**src/rtl/multicycle_core_controller.sv**
```systemverilog
// -----------------------------------------------------------------------------
// multicycle_core_controller
//
// Sequencing FSM for the multi-cycle RV32I core. Fetches each instruction into
// the instruction register (which feeds the decoder), then walks it through
// DECODE / EXEC / optional MEM / WB. Write strobes are gated by state so that
// the decoder's per-instruction controls only reach the datapath in the cycle
// where they are meant to take effect.
//
// Ports:
//   clk, rstn                  clock (rising edge), async active-low reset
//   start                      pulse, leaves IDLE/HALT for FETCH
//   stop                       level, sampled in WB: halt after retiring
//   imem_req / imem_ack        instruction fetch handshake
//   imem_rdata                 fetched instruction word
//   ir                         instruction register, drives the decoder
//   dec_reg_wren               decoder: instruction writes rd
//   dec_ram_wren               decoder: instruction is a store
//   dec_reg_write_data_src     decoder: writeback comes from RAM (load)
//   dmem_req / dmem_ack        data memory handshake
//   ram_wren, reg_wren, pc_wren  gated write strobes
//   state                      current state (IDLE=0 .. HALT=6)
//   halted                     high while in HALT
//   err                        0 none, 1 illegal opcode, 2 memory timeout
//   cycle_count                cycles spent outside IDLE/HALT
//   instret_count              retired instructions
// -----------------------------------------------------------------------------
module multicycle_core_controller #(
    parameter int TIMEOUT_CYCLES = 255,
    parameter int CNT_WIDTH      = 32
) (
    input  logic                 clk,
    input  logic                 rstn,
    input  logic                 start,
    input  logic                 stop,
    output logic                 imem_req,
    input  logic                 imem_ack,
    input  logic [31:0]          imem_rdata,
    output logic [31:0]          ir,
    input  logic                 dec_reg_wren,
    input  logic                 dec_ram_wren,
    input  logic                 dec_reg_write_data_src,
    output logic                 dmem_req,
    input  logic                 dmem_ack,
    output logic                 ram_wren,
    output logic                 reg_wren,
    output logic                 pc_wren,
    output logic [2:0]           state,
    output logic                 halted,
    output logic [1:0]           err,
    output logic [CNT_WIDTH-1:0] cycle_count,
    output logic [CNT_WIDTH-1:0] instret_count
);

    typedef enum logic [2:0] {
        S_IDLE   = 3'd0,
        S_FETCH  = 3'd1,
        S_DECODE = 3'd2,
        S_EXEC   = 3'd3,
        S_MEM    = 3'd4,
        S_WB     = 3'd5,
        S_HALT   = 3'd6
    } state_t;

    localparam logic [1:0] ERR_NONE    = 2'd0;
    localparam logic [1:0] ERR_ILLEGAL = 2'd1;
    localparam logic [1:0] ERR_TIMEOUT = 2'd2;

    // Wait counter only has to reach TIMEOUT_CYCLES-1.
    localparam int                WAIT_W    = (TIMEOUT_CYCLES > 1) ? $clog2(TIMEOUT_CYCLES) : 1;
    localparam logic [WAIT_W-1:0] WAIT_LAST = WAIT_W'(TIMEOUT_CYCLES - 1);

    localparam logic [6:0] OP_SYSTEM = 7'h73;

    state_t            state_q;
    logic [WAIT_W-1:0] wait_q;

    function automatic logic legal_op(input logic [6:0] op);
        case (op)
            7'h33, 7'h13, 7'h03, 7'h23, 7'h63,
            7'h6F, 7'h67, 7'h37, 7'h17: legal_op = 1'b1;
            default:                    legal_op = 1'b0;
        endcase
    endfunction

    // Requests and strobes are pure decodes of the state register; the decoder
    // controls only pass through in the state that owns them, so ram_wren and
    // reg_wren can never overlap.
    assign imem_req = (state_q == S_FETCH);
    assign dmem_req = (state_q == S_MEM);
    assign ram_wren = (state_q == S_MEM) && dec_ram_wren;
    assign reg_wren = (state_q == S_WB)  && dec_reg_wren;
    assign pc_wren  = (state_q == S_WB);
    assign state    = state_q;

    always_ff @(posedge clk or negedge rstn) begin
        if (!rstn) begin
            state_q       <= S_IDLE;
            ir            <= '0;
            err           <= ERR_NONE;
            halted        <= 1'b0;
            wait_q        <= '0;
            cycle_count   <= '0;
            instret_count <= '0;
        end else begin
            if (state_q != S_IDLE && state_q != S_HALT)
                cycle_count <= cycle_count + CNT_WIDTH'(1);

            case (state_q)
                S_IDLE: begin
                    if (start) begin
                        state_q <= S_FETCH;
                        wait_q  <= '0;
                    end
                end

                S_FETCH: begin
                    // An ack in the final allowed cycle still wins over the trap.
                    if (imem_ack) begin
                        ir      <= imem_rdata;
                        state_q <= S_DECODE;
                    end else if (wait_q == WAIT_LAST) begin
                        state_q <= S_HALT;
                        halted  <= 1'b1;
                        err     <= ERR_TIMEOUT;
                    end else begin
                        wait_q <= wait_q + WAIT_W'(1);
                    end
                end

                S_DECODE: begin
                    if (legal_op(ir[6:0])) begin
                        state_q <= S_EXEC;
                    end else begin
                        // SYSTEM is the clean way to stop; anything else traps.
                        state_q <= S_HALT;
                        halted  <= 1'b1;
                        err     <= (ir[6:0] == OP_SYSTEM) ? ERR_NONE : ERR_ILLEGAL;
                    end
                end

                S_EXEC: begin
                    if (dec_ram_wren || dec_reg_write_data_src) begin
                        state_q <= S_MEM;
                        wait_q  <= '0;
                    end else begin
                        state_q <= S_WB;
                    end
                end

                S_MEM: begin
                    if (dmem_ack) begin
                        state_q <= S_WB;
                    end else if (wait_q == WAIT_LAST) begin
                        state_q <= S_HALT;
                        halted  <= 1'b1;
                        err     <= ERR_TIMEOUT;
                    end else begin
                        wait_q <= wait_q + WAIT_W'(1);
                    end
                end

                S_WB: begin
                    instret_count <= instret_count + CNT_WIDTH'(1);
                    if (stop) begin
                        state_q <= S_HALT;
                        halted  <= 1'b1;
                    end else begin
                        state_q <= S_FETCH;
                        wait_q  <= '0;
                    end
                end

                S_HALT: begin
                    // Restart clears the error but keeps the counters.
                    if (start) begin
                        state_q <= S_FETCH;
                        halted  <= 1'b0;
                        err     <= ERR_NONE;
                        wait_q  <= '0;
                    end
                end

                default: begin
                    state_q <= S_IDLE;
                    halted  <= 1'b0;
                end
            endcase
        end
    end

endmodule
```
**config.mk**
```make
export PLATFORM = sky130hd
export DESIGN_NAME = multicycle_core_controller
export DESIGN_NICKNAME = d
export VERILOG_FILES = /design/src/rtl/multicycle_core_controller.sv
export SDC_FILE = /design/constraint.sdc
export NUM_CORES = 1
export LEC_CHECK = 0
export ABC_AREA = 1
export CORE_AREA = 2 2 167 87
export CTS_BUF_LIST = sky130_fd_sc_hd__clkbuf_16
export DETAILED_ROUTE_END_ITERATION = 6
export DIE_AREA = 0 0 169 89
export PLACE_DENSITY = 0.76
export SETUP_SLACK_MARGIN = 0.1
export SYNTH_ARGS = -nofsm -noshare
export SYNTH_HDL_FRONTEND = slang
export SYNTH_SLANG_ARGS = --single-unit
```
**constraint.sdc**
```tcl
create_clock -name clk -period 1.48 [get_ports clk]
set_input_delay 0.296 -clock clk [delete_from_list [all_inputs] [get_ports clk]]
set_output_delay 0.296 -clock clk [all_outputs]
set_load 0.02 [all_outputs]
```
==> flow_metrics.env, run 1 <==
export IMPL_num_io_pins=148
export IMPL_io_buffers=147
export IMPL_dp_hpwl_mm=12.8
export IMPL_ys_flop_type="dfrtp_1"
export IMPL_die_w_um=169
export IMPL_fin_nets=1142
export IMPL_syn_area_mm2=0.00601
export IMPL_wl_mm=23.8
export IMPL_drc=0
export IMPL_peakVddDrop_mv=0.763
export IMPL_grt_usage_pct=27.0
export IMPL_r2r_start="state[1]$_DFFE_PN0N_"
export IMPL_finalMaxSlewViolations=0
export IMPL_grt_ovfl_total=0
export IMPL_coreArea_mm2=0.0134
export IMPL_criticalPathCategory="reg -> reg"
export IMPL_place_congestion=0.878
export IMPL_ys_warn_count=0
export IMPL_setup_viol=101
export IMPL_postSynthAreaPerCell_um2=7.39
export IMPL_die_h_um=89
export IMPL_area_growth_pct=71.2
export IMPL_numCtsBuffers=9
export IMPL_synthesis_instances=813
export IMPL_firstDrtPassIters=5
export IMPL_synth_commonest_cells="nand2_1, dfrtp_1, nor2_1"
export IMPL_grt_max_degree=33
export IMPL_cts_htree_levels=3
export IMPL_wl_per_cell_um=18.6
export IMPL_fin_cells=1278
export IMPL_yosys_area_top_type="dfrtp_1"
export IMPL_hold_viol_final=0
export IMPL_outcome="finished, violations left"
export IMPL_vias=6893
export IMPL_drtIter0Drc=387
export IMPL_ys_types=32
export IMPL_cellPowerDensity_mw_per_mm2=1520
export IMPL_synth_area_leaders="dfrtp_1, nand2_1, nor2_1"
export IMPL_cts_sinks=110
export IMPL_fmax_mhz=570
export IMPL_placed_area_mm2=0.00823
export IMPL_slew_headroom_pct=70.3
export IMPL_layout_setup_ws_ns=-0.274
export IMPL_avgViaCountPerCell=5.39
export IMPL_yosysMostFrequentCell="nand2_1"
export IMPL_clockBufferDepth=2
export IMPL_dieArea_mm2=0.0150
export IMPL_skew_ns=0.0123
export IMPL_cts_tree="built"
export IMPL_synth_edf_count=0
export IMPL_ant_nets=0
export IMPL_antenna_found_initial=0
export IMPL_fin_area_mm2=0.0103
export IMPL_clkTransAtPathRegs_ns=0.07
export IMPL_worst_pin_slew_ns=0.440
export IMPL_ys_seq_elements=110
export IMPL_fin_crit_ns=1.75
export IMPL_grt_pass1_vias=6543
export IMPL_ys_seq_area_share_pct=45.8
export IMPL_final_layout_size_suffix_gt1_share_pct=42.7
export IMPL_drv_cap=0
export IMPL_synthArstFlopShare_pct=100
export IMPL_insertion_delay_ns=0.36
export IMPL_n_antenna_cell=0
export IMPL_critical_path_max_fanout=3
export IMPL_r2r_cells=8
export IMPL_grt_pass1_wl_mm=32.1
export IMPL_start_util_pct=44.7
export IMPL_hp_class="in -> async"
export IMPL_synth_fp_nets=858
export IMPL_dp_cells=1188
export IMPL_fin_crit_sh_pct=119
export IMPL_worstPathArrival_ns=2.04
export IMPL_violations="negative setup slack"
export IMPL_crit_path_end_kind="flip-flop"
export IMPL_fp_row_count=30
export IMPL_synth_top_area_share_pct=45.8
export IMPL_cts_root_buf="clkbuf_16"
export IMPL_rsz0062_at_grt="yes"
export IMPL_p_leak_nw=5.11
export IMPL_required_ns=1.76
export IMPL_rrSetupSlack_ns=-0.27
export IMPL_reg2reg_to="state[1]$_DFFE_PN0N_"
export IMPL_start_kind="flip-flop"
timing repair:
action | 4_1_cts | 5_1_grt
resized for setup | 416 | 263
hold buffers | 1 | 0
hold endpoints to repair | 19 | 0
setup buffers | 32 | 41
endpoints found under the setup margin | 210 | 186
pin swaps | 46 | 66
gates cloned | 5 | 1
report_power, final:
part,internal [W],switching [W],total [W]
Clock,0.00113,0.00120,0.00233
Combinational,0.00392,0.00506,0.00897
Sequential,0.00372,0.000619,0.00434
Total,0.00877,0.00688,0.0156
cell type report:
class | instances | area [um2]
multi-input cells | 619 | 3950
fillers | 807 | 3150
flip-flops and latches | 110 | 2790
repair buffers | 284 | 2780
inverters | 73 | 284
clock buffers | 9 | 225
well taps | 176 | 220
clock inverters | 7 | 40.0
worst max-delay path: stages (launching register included):
cell	delay (ns)
dfrtp_2	0.44
inv_2	0.09
buf_4	0.11
buf_6	0.09
nand3_4	0.08
buf_4	0.15
o21ai_0	0.35
o21ai_0	0.25
nand4_1	0.13
per-stage QoR:
stage / setup slack, ns / hold slack (ns) / total power (W) / utilization, % / TNS [ns]
after floorplan: -0.00299 / 0.000409 / 0.00746 / - / -0.0237
after global placement: -0.320 / 0.227 / 0.0100 / 61.3 / -5.55
after detailed placement: -0.326 / 0.226 / 0.0102 / 61.3 / -7.08
after CTS: -0.139 / 0.407 / 0.0139 / 70.3 / -3.47
after global routing: -0.306 / 0.427 / 0.0162 / 76.6 / -16.15
final: -0.274 / 0.396 / 0.0156 / 76.6 / -11.70
cells by family (layout without fill, tap and decap cells):
logic type	Yosys count	count (layout)	synth area share [%]
and+or+nand+nor	554	555	39.6
DFF	110	110	45.8
buffers and inverters	85	373	5.89
xor gates and xnor gates	45	45	6.56
AOI/OAI and AO/OA	15	15	1.29
adders and majority gates	4	4	0.832
state kept, by name, indices dropped and copies added (netlist names):
signal	flops
cycle_count	32
err	2
halted	1
instret_count	32
ir	32
state	3
wait_q	8
worst max path at each step:
stage	cells past startpoint	startpoint	endpoint	slack [ns]
global route	8	state[1]$_DFFE_PN0N_	state[1]$_DFFE_PN0N_	-0.31
global placement	4	dec_ram_wren	ram_wren	-0.32
CTS	11	state[1]$_DFFE_PN0N_	wait_q[0]$_DFFE_PN0P_	-0.14
floorplan	6	state[1]$_DFFE_PN0N_	reg_wren	-0.003
finish	8	state[1]$_DFFE_PN0N_	state[1]$_DFFE_PN0N_	-0.27
detailed placement	4	dec_ram_wren	ram_wren	-0.33
layout by cell type, fill, tap and decap left out, types with 8 or more instances in the layout:
cell type / synthesis / routed
clkbuf_16: 0 / 10
nand2_2: 3 / 63
nor2_1: 107 / 55
clkdlybuf4s15_1: 0 / 16
xor2_1: 29 / 28
clkbuf_2: 0 / 17
nand3b_1: 13 / 13
dfrtp_2: 0 / 28
dlygate4sd2_1: 0 / 17
nand3_1: 43 / 21
nor2_2: 9 / 27
nand3_2: 3 / 16
buf_6: 2 / 59
nor2_4: 3 / 37
buf_2: 6 / 20
dfrtp_1: 110 / 82
clkdlybuf4s15_2: 0 / 21
nand4_1: 11 / 11
nor3_4: 0 / 8
nand2_1: 339 / 255
clkdlybuf4s50_1: 0 / 39
xnor2_1: 16 / 9
buf_4: 2 / 73
buf_12: 0 / 12
nand2_4: 3 / 25
inv_1: 69 / 65
nand3_4: 1 / 10
routing by layer:
metal  track usage (%)  part of all wire (%)
met5                 0                     0
met4              14.1                   5.7
met3              4.60                   5.1
met2              49.9                    51
met1              31.1                    38
No activity file was read; power rests on OpenSTA's default activity.
==> run 2, diff against run 1 <==
--- a/config.mk
+++ b/config.mk
@@ -6,6 +6,7 @@
 export NUM_CORES = 1
 export LEC_CHECK = 0
 export ABC_AREA = 1
+export CAP_MARGIN = 20
 export CORE_AREA = 2 2 167 87
 export CTS_BUF_LIST = sky130_fd_sc_hd__clkbuf_16
 export DETAILED_ROUTE_END_ITERATION = 6
==> results of run 2 <==
No change in the layout: final DEF, timing and power equal those of run 1.
==> run 3, diff against run 2 <==
--- a/config.mk
+++ b/config.mk
@@ -12,6 +12,7 @@
 export DETAILED_ROUTE_END_ITERATION = 6
 export DIE_AREA = 0 0 169 89
 export PLACE_DENSITY = 0.76
+export REMOVE_ABC_BUFFERS = 1
 export SETUP_SLACK_MARGIN = 0.1
 export SYNTH_ARGS = -nofsm -noshare
 export SYNTH_HDL_FRONTEND = slang
==> run 3 against run 2 <==
Net effect: design area rose by 3.9%; sequential share of layout area fell by 1.1 points; clock skew fell by 0.0024 ns; via count rose by 2.0%; setup slack improved by 0.0070 ns; fmax rose by 0.40%; critical path depth rose by 2; routed wire length fell by 3.0%; the run still ends with negative setup slack left; largest power group unchanged; first-iteration DRC count rose by 4.9%.
==> flow_metrics.env, run 3 (synthesized netlist as in run 1, its figures left out) <==
export IMPL_p_leak_nw=5.30
export IMPL_cts_htree_levels=3
export IMPL_grt_pass1_wl_mm=29.2
export IMPL_die_h_um=89
export IMPL_clockBufferDepth=2
export IMPL_fin_nets=1187
export IMPL_fillers=765
export IMPL_setup_viol=104
export IMPL_wl_per_cell_um=17.5
export IMPL_worstPathArrival_ns=1.99
export IMPL_io_buffers=147
export IMPL_required_ns=1.72
export IMPL_top_regs="cycle_count (32), instret_count (32), ir (32)"
export IMPL_critical_path_max_fanout=7
export IMPL_drc=0
export IMPL_rsz0062_at_grt="yes"
export IMPL_start_util_pct=44.7
export IMPL_skew_ns=0.00989
export IMPL_final_common_cell="nand2_1"
export IMPL_fin_area_mm2=0.0107
export IMPL_cp_slowest_cell="dfrtp_1"
export IMPL_grt_usage_pct=24.1
export IMPL_violations="negative setup slack"
export IMPL_grt_ovfl_total=0
export IMPL_slew_headroom_pct=65.4
export IMPL_crit_path_end_kind="flip-flop"
export IMPL_dieArea_mm2=0.0150
export IMPL_criticalPathCategory="reg -> reg"
export IMPL_drtIter0Drc=406
export IMPL_place_congestion=0.932
export IMPL_reg2reg_to="ir[0]$_DFFE_PN0P_"
export IMPL_avgViaCountPerCell=5.32
export IMPL_r2r_cells=10
export IMPL_max_stage_delay_ns=0.42
export IMPL_clkTransAtPathRegs_ns=0.08
export IMPL_r2r_start="state[1]$_DFFE_PN0N_"
export IMPL_crit_buf_inv=5
export IMPL_layout_common_cells="nand2_1, buf_4, dfrtp_1"
export IMPL_insertion_delay_ns=0.35
export IMPL_fmax_mhz=572
export IMPL_path_cells="buf_6 > nor2_4 > nand2_2 > buf_6 > nor2_4 > inv_4 > buf_12 > clkbuf_16 > nand2_1 > nand2_1"
export IMPL_numCtsBuffers=9
export IMPL_area_growth_pct=77.9
export IMPL_final_layout_size_suffix_gt1_share_pct=47.0
export IMPL_start_kind="flip-flop"
export IMPL_dp_hpwl_mm=12.3
export IMPL_hold_viol_final=0
export IMPL_fin_crit_sh_pct=118
export IMPL_antenna_found_initial=0
export IMPL_finalMaxSlewViolations=0
export IMPL_whs_ns=0.461
export IMPL_fin_crit_ns=1.75
export IMPL_n_antenna_cell=0
export IMPL_die_w_um=169
export IMPL_fp_row_count=30
export IMPL_grt_max_degree=35
export IMPL_startpoint="state[1]$_DFFE_PN0N_"
export IMPL_placed_area_mm2=0.00825
export IMPL_cts_tree="built"
export IMPL_cts_root_buf="clkbuf_16"
export IMPL_hp_class="in -> async"
export IMPL_dpl_worst_slack_ns=-0.337
export IMPL_worst_pin_slew_ns=0.514
export IMPL_layout_setup_ws_ns=-0.267
export IMPL_outcome="finished, violations left"
export IMPL_endpoint="ir[0]$_DFFE_PN0P_"
export IMPL_drv_cap=0
export IMPL_path_delay_family="buffers and inverters"
export IMPL_grt_pass1_vias=6219
export IMPL_rrSetupSlack_ns=-0.27
export IMPL_firstDrtPassIters=5
export IMPL_num_io_pins=148
export IMPL_power_w=0.0158
export IMPL_cp_depth=10
export IMPL_ant_nets=0
export IMPL_cts_sinks=110
export IMPL_cellPowerDensity_mw_per_mm2=1480
export IMPL_wl_mm=23.1
export IMPL_coreArea_mm2=0.0134
export IMPL_vias=7029
export IMPL_peakVddDrop_mv=0.990
-- run 3: cell type report --
type | count | area (um2) | share of cell area [%]
multi-input combinational | 621 | 3950 | 37.0
timing repair buffer | 327 | 3180 | 29.7
sequential | 110 | 2780 | 26.0
inverter | 73 | 287 | 2.68
clock buffer | 9 | 225 | 2.11
tap | 176 | 220 | 2.06
clock inverter | 6 | 46.3 | 0.433
-- run 3: power breakdown --
group / total [W] / switching (W) / internal [W]
Combinational: 0.00916 / 0.00495 / 0.00421
Sequential: 0.00435 / 0.000658 / 0.00369
Clock: 0.00233 / 0.00118 / 0.00115
-- run 3: how the worst min path moves through the flow --
stage / depth (start not counted) / end / slack, ns
floorplan: 0 / cycle_count[0]$_DFFE_PN0P_ / 0.0004
global placement: 1 / instret_count[8]$_DFFE_PN0N_ / 0.29
detailed placement: 1 / instret_count[8]$_DFFE_PN0N_ / 0.30
CTS: 2 / instret_count[8]$_DFFE_PN0N_ / 0.46
global route: 2 / instret_count[8]$_DFFE_PN0N_ / 0.50
finish: 2 / instret_count[10]$_DFFE_PN0N_ / 0.46
-- run 3: timing repair --
item | CTS | global route
endpoints found under the setup margin | 207 | 183
gates resized for setup | 430 | 343
pin swaps | 53 | 91
cloned | 6 | 4
setup buffers | 42 | 64
endpoints found under the hold margin | 29 | 0
hold buffers | 1 | 0
-- run 3: stage by stage --
stage	std cells	util (%)	setup TNS [ns]
final	1322	79.6	-15.45
after floorplan	801	-	-23.27
after detailed placement	1202	61.4	-7.87
after CTS	1266	70.8	-5.63
after global placement	1202	61.4	-6.80
after global routing	1322	79.6	-20.05
-- run 3: metal layers --
metal | vias to the layer above | GRT usage, % | share of wire (%)
met4 | 0 | 6.53 | 3.5
met2 | 379 | 44.4 | 51
met5 | - | 0 | 0
met3 | 97 | 5.71 | 7.4
met1 | 3375 | 29.2 | 38
li1 | 3178 | - | -
